## src/rtl/cas_square_dec_pkg.sv

```systemverilog
// Shared tape timing constants and decoder state encoding.
// The square-wave encoder uses the same constants.
package cas_pkg;

  typedef enum logic [1:0] {
    ST_IDLE = 2'd0,
    ST_HIGH = 2'd1,
    ST_LOW  = 2'd2
  } cas_state_e;

  localparam int CAS_CW             = 16;
  localparam int CAS_TICKS_PER_STEP = 16;
  localparam int CAS_MIN_HI         = 6;
  localparam int CAS_THRESH         = 24;
  localparam int CAS_MAX_HI         = 48;
  localparam int CAS_MAX_PER        = 160;

  // Number of decoded cycles that make up one frame, including the start bit.
  function automatic logic [3:0] frame_bits(input logic ext);
    return ext ? 4'd9 : 4'd8;
  endfunction

endpackage

```

## src/rtl/cas_square_dec_if.sv

```systemverilog
// Tape-side bundle: sampled level and controls in, decoded bytes and status out.
interface cas_square_dec_if;
  logic       tick;
  logic       enable;
  logic       extend;
  logic       tape_in;
  logic [7:0] dout;
  logic       valid;
  logic       err;
  logic       busy;

  modport master (
    output tick, enable, extend, tape_in,
    input  dout, valid, err, busy
  );

  modport slave (
    input  tick, enable, extend, tape_in,
    output dout, valid, err, busy
  );
endinterface

```

## src/rtl/cas_square_dec_edge.sv

```systemverilog
// Two-flop synchronizer for the raw tape level plus a history flop for
// single-clock rise/fall pulses.
module cas_edge_sync (
  input  logic clk,
  input  logic reset_n,
  input  logic din,
  output logic rise,
  output logic fall
);
  logic s1, s2, s3;

  always_ff @(posedge clk or negedge reset_n) begin
    if (!reset_n) begin
      s1 <= 1'b0;
      s2 <= 1'b0;
      s3 <= 1'b0;
    end else begin
      s1 <= din;
      s2 <= s1;
      s3 <= s2;
    end
  end

  assign rise = s2 & ~s3;
  assign fall = ~s2 & s3;
endmodule

```

## src/rtl/cas_square_dec.sv

```systemverilog
// Cassette square-wave bit decoder: classifies each cycle by its high time,
// assembles MSB-first bytes and strobes them out with valid.
module cas_square_dec
  import cas_pkg::*;
#(
  parameter int CW      = CAS_CW,
  parameter int MIN_HI  = CAS_MIN_HI,
  parameter int THRESH  = CAS_THRESH,
  parameter int MAX_HI  = CAS_MAX_HI,
  parameter int MAX_PER = CAS_MAX_PER
) (
  input  logic              clk,
  input  logic              reset_n,
  cas_square_dec_if.slave   bus
);
  // State table:
  //   ST_IDLE | no frame in progress, waiting for a rising edge
  //   ST_HIGH | high half of a cycle, measuring high time
  //   ST_LOW  | low half of a cycle, waiting for next rise or timeout

  localparam logic [CW-1:0] MIN_HI_C  = CW'(MIN_HI);
  localparam logic [CW-1:0] THRESH_C  = CW'(THRESH);
  localparam logic [CW-1:0] MAX_HI_C  = CW'(MAX_HI);
  localparam logic [CW-1:0] MAX_PER_C = CW'(MAX_PER);

  logic            rise, fall;
  cas_state_e      state;
  logic [CW-1:0]   cnt;
  logic [3:0]      bitcnt;
  logic [7:0]      shreg;
  logic [7:0]      dout_q;
  logic            valid_q, err_q;
  logic            ext_q;
  logic            eff_ext, bit_val, accept_rise;
  logic [3:0]      bitcnt_nxt;
  logic [7:0]      shreg_nxt;

  cas_edge_sync u_sync (
    .clk     (clk),
    .reset_n (reset_n),
    .din     (bus.tape_in),
    .rise    (rise),
    .fall    (fall)
  );

  // extend only takes effect at a frame boundary; it is held for the rest of the byte.
  assign eff_ext     = (bitcnt == 4'd0) ? bus.extend : ext_q;
  assign bit_val     = (cnt < THRESH_C);
  assign bitcnt_nxt  = bitcnt + 4'd1;
  assign shreg_nxt   = {shreg[6:0], bit_val};
  assign accept_rise = rise && bus.enable && ((state == ST_IDLE) || (state == ST_LOW));

  always_ff @(posedge clk or negedge reset_n) begin
    if (!reset_n) begin
      cnt <= '0;
    end else if (accept_rise) begin
      cnt <= '0;
    end else if (bus.tick && (cnt != '1)) begin
      cnt <= cnt + 1'b1;
    end
  end

  always_ff @(posedge clk or negedge reset_n) begin
    if (!reset_n) begin
      state   <= ST_IDLE;
      bitcnt  <= 4'd0;
      shreg   <= 8'd0;
      ext_q   <= 1'b0;
      dout_q  <= 8'd0;
      valid_q <= 1'b0;
      err_q   <= 1'b0;
    end else begin
      valid_q <= 1'b0;
      err_q   <= 1'b0;
      if (bitcnt == 4'd0) ext_q <= bus.extend;
      if (!bus.enable) begin
        state  <= ST_IDLE;
        bitcnt <= 4'd0;
      end else begin
        case (state)
          ST_IDLE: begin
            if (rise) state <= ST_HIGH;
          end
          ST_HIGH: begin
            // Short highs are glitches: stay here so the following rise is ignored too.
            if (fall && (cnt >= MIN_HI_C)) begin
              if (cnt > MAX_HI_C) begin
                err_q  <= 1'b1;
                bitcnt <= 4'd0;
                state  <= ST_IDLE;
              end else begin
                state <= ST_LOW;
                if (eff_ext && (bitcnt == 4'd0)) begin
                  if (!bit_val) bitcnt <= 4'd1;
                end else begin
                  shreg <= shreg_nxt;
                  if (bitcnt_nxt == frame_bits(eff_ext)) begin
                    dout_q  <= shreg_nxt;
                    valid_q <= 1'b1;
                    bitcnt  <= 4'd0;
                  end else begin
                    bitcnt <= bitcnt_nxt;
                  end
                end
              end
            end
          end
          ST_LOW: begin
            if (rise) begin
              state <= ST_HIGH;
            end else if (cnt >= MAX_PER_C) begin
              err_q  <= (bitcnt != 4'd0);
              bitcnt <= 4'd0;
              state  <= ST_IDLE;
            end
          end
          default: state <= ST_IDLE;
        endcase
      end
    end
  end

  assign bus.dout  = dout_q;
  assign bus.valid = valid_q;
  assign bus.err   = err_q;
  assign bus.busy  = (state != ST_IDLE);
endmodule
```

## src/flat_wrapper.sv

```systemverilog
// flat-port wrapper written by rule: the top's interface ports become plain ports
module cas_square_dec_flat import cas_pkg::*;
#(
  parameter int CW      = CAS_CW,
  parameter int MIN_HI  = CAS_MIN_HI,
  parameter int THRESH  = CAS_THRESH,
  parameter int MAX_HI  = CAS_MAX_HI,
  parameter int MAX_PER = CAS_MAX_PER
)
  (clk, reset_n, bus_tick, bus_enable, bus_extend, bus_tape_in, bus_dout, bus_valid, bus_err, bus_busy);
  cas_square_dec_if bus_i ();
  input  logic clk;
  input  logic reset_n;
  input wire logic [$bits(bus_i.tick)-1:0] bus_tick;
  input wire logic [$bits(bus_i.enable)-1:0] bus_enable;
  input wire logic [$bits(bus_i.extend)-1:0] bus_extend;
  input wire logic [$bits(bus_i.tape_in)-1:0] bus_tape_in;
  output wire logic [$bits(bus_i.dout)-1:0] bus_dout;
  output wire logic [$bits(bus_i.valid)-1:0] bus_valid;
  output wire logic [$bits(bus_i.err)-1:0] bus_err;
  output wire logic [$bits(bus_i.busy)-1:0] bus_busy;
  assign bus_i.tick = bus_tick;
  assign bus_i.enable = bus_enable;
  assign bus_i.extend = bus_extend;
  assign bus_i.tape_in = bus_tape_in;
  assign bus_dout = bus_i.dout;
  assign bus_valid = bus_i.valid;
  assign bus_err = bus_i.err;
  assign bus_busy = bus_i.busy;
  cas_square_dec #(.CW(CW), .MIN_HI(MIN_HI), .THRESH(THRESH), .MAX_HI(MAX_HI), .MAX_PER(MAX_PER)) u_core (.clk(clk), .reset_n(reset_n), .bus(bus_i));
endmodule
```

## config.mk

```make
export PLATFORM = sky130hd
export DESIGN_NAME = cas_square_dec_flat
export DESIGN_NICKNAME = d
export VERILOG_FILES = /design/src/rtl/cas_square_dec_pkg.sv /design/src/rtl/cas_square_dec_if.sv /design/src/rtl/cas_square_dec_edge.sv /design/src/rtl/cas_square_dec.sv /design/src/flat_wrapper.sv
export SDC_FILE = /design/constraint.sdc
export NUM_CORES = 1
export LEC_CHECK = 0
export BUFFER_PORTS_ARGS = -buffer_cell sky130_fd_sc_hd__buf_4
export CAP_MARGIN = 20
export CELL_PAD_IN_SITES_DETAIL_PLACEMENT = 0
export CELL_PAD_IN_SITES_GLOBAL_PLACEMENT = 1
export CORE_MARGIN = 5
export CORE_UTILIZATION = 40
export DETAILED_ROUTE_END_ITERATION = 12
export PLACE_DENSITY = 0.79
export SLEW_MARGIN = 0
export SYNTH_ARGS = -nofsm -noshare
export SYNTH_HDL_FRONTEND = slang
export SYNTH_SLANG_ARGS = --single-unit
```

## constraint.sdc

```tcl
create_clock -name clk -period 6.47 [get_ports clk]
set_input_delay 0.647 -clock clk [delete_from_list [all_inputs] [get_ports clk]]
set_output_delay 0.647 -clock clk [all_outputs]
set_load 0.01 [all_outputs]
```

-- After elaboration in Yosys (flattened, before gate mapping)
Cells that the tools add are included.
- add/sub/neg operators: 2
- order comparisons: 4
- equality and inequality tests: 11
- mux-type cells: 32
- bitwise logic cells: 6
- reductions and logical operators: 15
- operator list (operator ; count):
    2-to-1 mux 16 bit ; 2
    2-to-1 mux 4 bit ; 8
    adder 16 x 1 -> 16 bit (second input constant) ; 1
    >= comparator 16 x 3 -> 1 bit (second input constant) ; 1
    >= comparator 16 x 8 -> 1 bit (second input constant) ; 1
    > comparator 16 x 6 -> 1 bit (second input constant) ; 1
    < comparator 16 x 5 -> 1 bit (second input constant) ; 1
    != test 16 bit (second input constant) ; 1
    2-to-1 mux 1 bit ; 13
    2-to-1 mux 2 bit ; 6
    AND reduction 5 bit ; 2
    case mux 4 bit (2 select lines) ; 1
    != test 3 x 2 -> 1 bit (second input constant) ; 2
    != test 3 bit (second input constant) ; 2
    case mux 2 bit (3 select lines) ; 1
    AND reduction 6 bit ; 1
    logical AND 1 bit ; 5
    != test 5 bit (second input constant) ; 1
    adder 4 x 1 -> 4 bit (second input constant) ; 1
    == test 4 bit ; 1
    zero test 4 bit ; 1
    != test 4 x 3 -> 1 bit (second input constant) ; 1
    inverter 1 bit ; 4
    nonzero test 2 bit ; 2
    9 further kinds ; 10
- register bits: 43
- input port bits: 6
- word-level logic and storage cells: 81

-- Depth between registers and ports, before layout
- depth in word-level cells: 10
- mapped depth: 9

-- Modules after synthesis
From an unflattened synthesis, not the netlist that was laid out.
- cells, all modules: 218
- area total of the unflattened synthesis: 2318.5 sq um
- modules (own cells, without submodules) (module ; instances ; cells each ; area an instance (sq um)):
    cas_square_dec ; 1 ; 213 ; 2228.4
    cas_edge_sync ; 1 ; 5 ; 90.1

-- Least setup slack after synthesis
Ideal clock, no wire load.
- path kind: register -> register
- start: register u_core.bitcnt[0]
- end: register u_core.dout_q[1] (netlist: u_core.bus.dout[1])
- arrival: 2.170 ns
- required time: 6.342 ns
- path slack: 4.172 ns
- stages on the path, launching flop included: 9
- buffers on the path: 1
- clock period less this slack: 2.298 ns
- path through: dfrtp_1 > inv_1 > ha_1 > or4b_1 > o31ai_1 > nand2_1 > or2_1 > buf_2 > mux2_1
- word-level cells in the longest chain between the ends: 5
- RTL lines (what ; line ; source):
    from (decl) ; cas_square_dec.sv:29 ; logic [3:0] bitcnt;
    from (signal assigned) ; cas_square_dec.sv:102 ; bitcnt <= bitcnt_nxt;
    branches (longest 4 deep; another with adder 4 x 1 -> 4 bit) ; -- ;
    AND reduction 6 bit (no line) (*) ; -- ;
    to (signal assigned) ; cas_square_dec.sv:98 ; dout_q <= shreg_nxt;
    to (decl) ; cas_square_dec.sv:31 ; logic [7:0] dout_q;
Every way passes the cells marked *.
A chain may end at the register's enable or synchronous reset.

-- Worst setup path in the final report
- start: register u_core.bitcnt[0]
- end: register u_core.dout_q[3] (netlist: u_core.bus.dout[3])
- word-level cells in the longest chain between the ends: 5
- RTL lines (what ; line ; source):
    zero test 4 bit (*) ; cas_square_dec.sv:47 ; assign eff_ext = (bitcnt == 4'd0) ? bus.extend : ext_q;
    2-to-1 mux 1 bit (*) ; cas_square_dec.sv:47 ;
    via u_core.eff_ext ; cas_square_dec.sv:34 ; logic eff_ext, bit_val, accept_rise;
    2-to-1 mux 1 bit or logical AND 1 bit (tied branches) ; cas_square_dec_pkg.sv:20, cas_square_dec.sv:93 ;
    == test 4 bit or inverter 1 bit (tied branches) ; -- ;
    AND reduction 6 bit (no line) (*) ; -- ;
Mark *: on every way through the listed nets, which the timed path passes. The rest lies on a longest branch.

==> impl_metrics.ini <==
[floorplan]
die_x_um = 85.3
core_area_mm2 = 0.00551
dieArea_mm2 = 0.00727
io_pins = 17
die_h_um = 85.3
rows = 27
start_util_pct = 41.2

[placed_design]
dpl_cell_area_mm2 = 0.00246
dpl.hpwl_um = 3100
globalplace.congestion = 0.762
io_buffer_count = 16

[sta]
finalClockSkew_ns = 0.00725
tightest_slew_ns = 0.668
rsz0062_at_grt = false
tns_ns = 0
relSlewSlack_pct = 55.5
slew_violations = 0
period_share_pct = 38.7
fin_crit_ns = 2.50
setup_violations = 0
hold_viol_final = 0
fmax_mhz = 399

[setup_path]
cp-start-kind = flop
path_max_fanout = 8
worst-r2r-cell-count = 8
r2r_start = u_core.bitcnt[0]
crit_chain = inv_1 > ha_1 > or3b_1 > a21o_1 > xnor2_1 > nand2_1 > or2_1 > mux2_1
slowest_stage = dfrtp_1
setup.worst_path.start = u_core.bitcnt[0]
arrival_ns = 2.68
critPathCaptureType = flop
max_stage_delay_ns = 0.44
worstSetupPathType = reg -> reg
r2r_slack_ns = 3.97
required_ns = 6.64
critPathCapture = u_core.bus.dout[3]
reg2reg_to = u_core.bus.dout[3]

[route]
ant_nets = 0
post_drt_wl_per_cell_um = 13.8
drc = 0
finalWirelength_um = 4360
drtPass1Iterations = 4
viasPerCell = 5.24
vias = 1655
drt_iter0_markers = 41

[logic_synthesis]
synthArstFlopShare_pct = 100
synth_cell_types = 46
synth_edf_count = 0
ys_ff_latch = 43
seq_area_frac_synth_pct = 47.5
ys.flop_type = dfrtp_1
syn_area_mm2 = 0.00227
syn_nets = 237
avgSynthCellArea_um2 = 10.2
synth-warning-count = 0
syn_inst = 223

[cts]
clockBufferDepth = 2
cts.sinks = 43
ctsResizeCount = 0
post-cts-setup-buffers = 0
hold_buffers = 0
cts_buffers = 5
clk_transition_reported_paths_ns = 0.08
clock-root-buffer = clkbuf_8
htree_levels = 2
clock_latency_ns = 0.29
cts_tree = built

[global_routing]
grt_overflow = 0
grt_pass1_wl_um = 7460
antenna_found_initial = 0
track_usage_pct = 12.6
grt_max_degree = 44
grt_pass1_vias = 1587

[power]
power.density_mw_per_mm2 = 299
total_power_w = 0.000777
ir_worst_vdd_v = 0.000213
p_leak_nw = 1.26

[finish]
multiInputGateArea_mm2 = 0.00113
register_area_mm2 = 0.00108
drive_above_1_share_pct = 17.2
nFillCells = 524
fin_util_pct = 47.2
area_growth_pct = 14.7
fin_area_mm2 = 0.00260
nets = 257
antenna_cells = 0

[run]
drv_cap = 0

[min_path]
hp-class = in -> async

[status]
status = finished clean
==> cells in the mapped netlist, types with 2 or more instances <==
| library cell | instances | share of area (%) |
|---|---|---|
| a21o_1 | 2 | 0.66 |
| a21oi_1 | 6 | 1.3 |
| and3_1 | 4 | 1.1 |
| clkbuf_1 | 3 | 0.50 |
| dfrtp_1 | 43 | 47 |
| ha_1 | 8 | 4.4 |
| inv_1 | 13 | 2.2 |
| mux2_1 | 7 | 3.5 |
| mux2_2 | 6 | 3.0 |
| mux2i_1 | 2 | 0.88 |
| nand2_1 | 23 | 3.8 |
| nand3_1 | 11 | 2.4 |
| nand4_1 | 6 | 1.7 |
| nor2_1 | 26 | 4.3 |
| nor2b_1 | 2 | 0.55 |
| nor3_1 | 7 | 1.5 |
| nor4_4 | 2 | 1.9 |
| o21ai_0 | 8 | 1.8 |
| o31ai_1 | 3 | 0.99 |
| or3_1 | 2 | 0.55 |
| or4b_4 | 2 | 1.2 |
| xnor2_1 | 9 | 3.5 |
| xor2_1 | 5 | 1.9 |
==> sequential cells by signal, summed over array words and instances (netlist names) <==
name              count
u_core.bitcnt         4
u_core.u_sync.s2      1
u_core.bus.err        1
u_core.u_sync.s1      1
u_core.bus.valid      1
u_core.u_sync.s3      1
u_core.state          2
u_core.shreg          7
u_core.bus.dout       8
u_core.ext_q          1
u_core.cnt           16
==> worst min path at each step <==
stage,startpoint,end,depth (start not counted),slack (ns)
final,reset_n,u_core.cnt[14],1,0.34
after global routing,u_core.u_sync.s1,u_core.u_sync.s2,0,0.37
after CTS,reset_n,u_core.cnt[14],1,0.36
after detailed placement,u_core.u_sync.s1,u_core.u_sync.s2,0,0.34
after global placement,u_core.u_sync.s1,u_core.u_sync.s2,0,0.34
after floorplan,u_core.u_sync.s1,u_core.u_sync.s2,0,0.33
==> layout by cell type (no fill, tap or decap), types with 2 or more instances in the layout <==
master     count
dfrtp_1       43
nor2_1        26
nand2_1       23
buf_4         17
inv_1         13
nand3_1       11
xnor2_1        9
o21ai_0        8
ha_1           8
nor3_1         7
mux2_1         7
nand4_1        6
a21oi_1        6
mux2_2         6
xor2_1         5
clkbuf_8       5
and3_1         4
o31ai_1        3
a21o_1         2
nor4_4         2
or3_1          2
or4b_4         2
nor2b_1        2
mux2i_1        2
bufinv_16      2
==> cell families after synthesis <==
group	count (synthesis)	share of synthesized area [%]
xor gates and xnor gates	14	5.41
DFF	43	47.5
buffers and inverters	17	2.87
adders and majority gates	8	4.42
and+or+nand+nor	96	23.5
AOI/OAI and AO/OA	30	9.05
muxes	15	7.34
==> stage by stage <==
stage | cells | hold slack (ns) | worst slack (ns)
after floorplan | 223 | 0.331 | 4.17
after global placement | 307 | 0.337 | 4.05
after detailed placement | 307 | 0.342 | 3.97
after CTS | 315 | 0.355 | 3.94
after global routing | 316 | 0.369 | 3.76
final | 316 | 0.343 | 3.97
==> metal layers <==
layer	vias up	share of wire, %	GRT usage, %
met5	-	0	0
met4	0	0.87	4.60
met2	20	48	20.0
met1	811	49	16.9
met3	4	2.8	2.72
li1	820	-	-
==> report_power, final <==
part           total [W]  switching (W)  leakage, nW  internal, W
logic           0.000197       0.000114        0.607    0.0000832
registers       0.000336      0.0000372        0.583     0.000299
clock network   0.000244      0.0000898       0.0654     0.000154
==> layout make-up <==
cell class | count | share of cell area [%]
clock buffer | 6 | 2.79
inverter | 13 | 1.88
clock inverter | 2 | 2.31
multi-input combinational | 163 | 43.3
timing repair buffer | 17 | 4.91
tap | 72 | 3.46
sequential | 43 | 41.4
==> worst max-delay path: cells and delay by family (launching register included) <==
kind,cells,cell delay (ns)
XOR/XNOR,1,0.21
adder cells (fa/ha/maj),1,0.15
AND/OR/NAND/NOR,3,0.90
flip-flops,1,0.44
buffers and inverters,1,0.11
multiplexers,1,0.35
AO/OA/AOI/OAI,1,0.23
No activity file was read; power rests on OpenSTA's default activity.
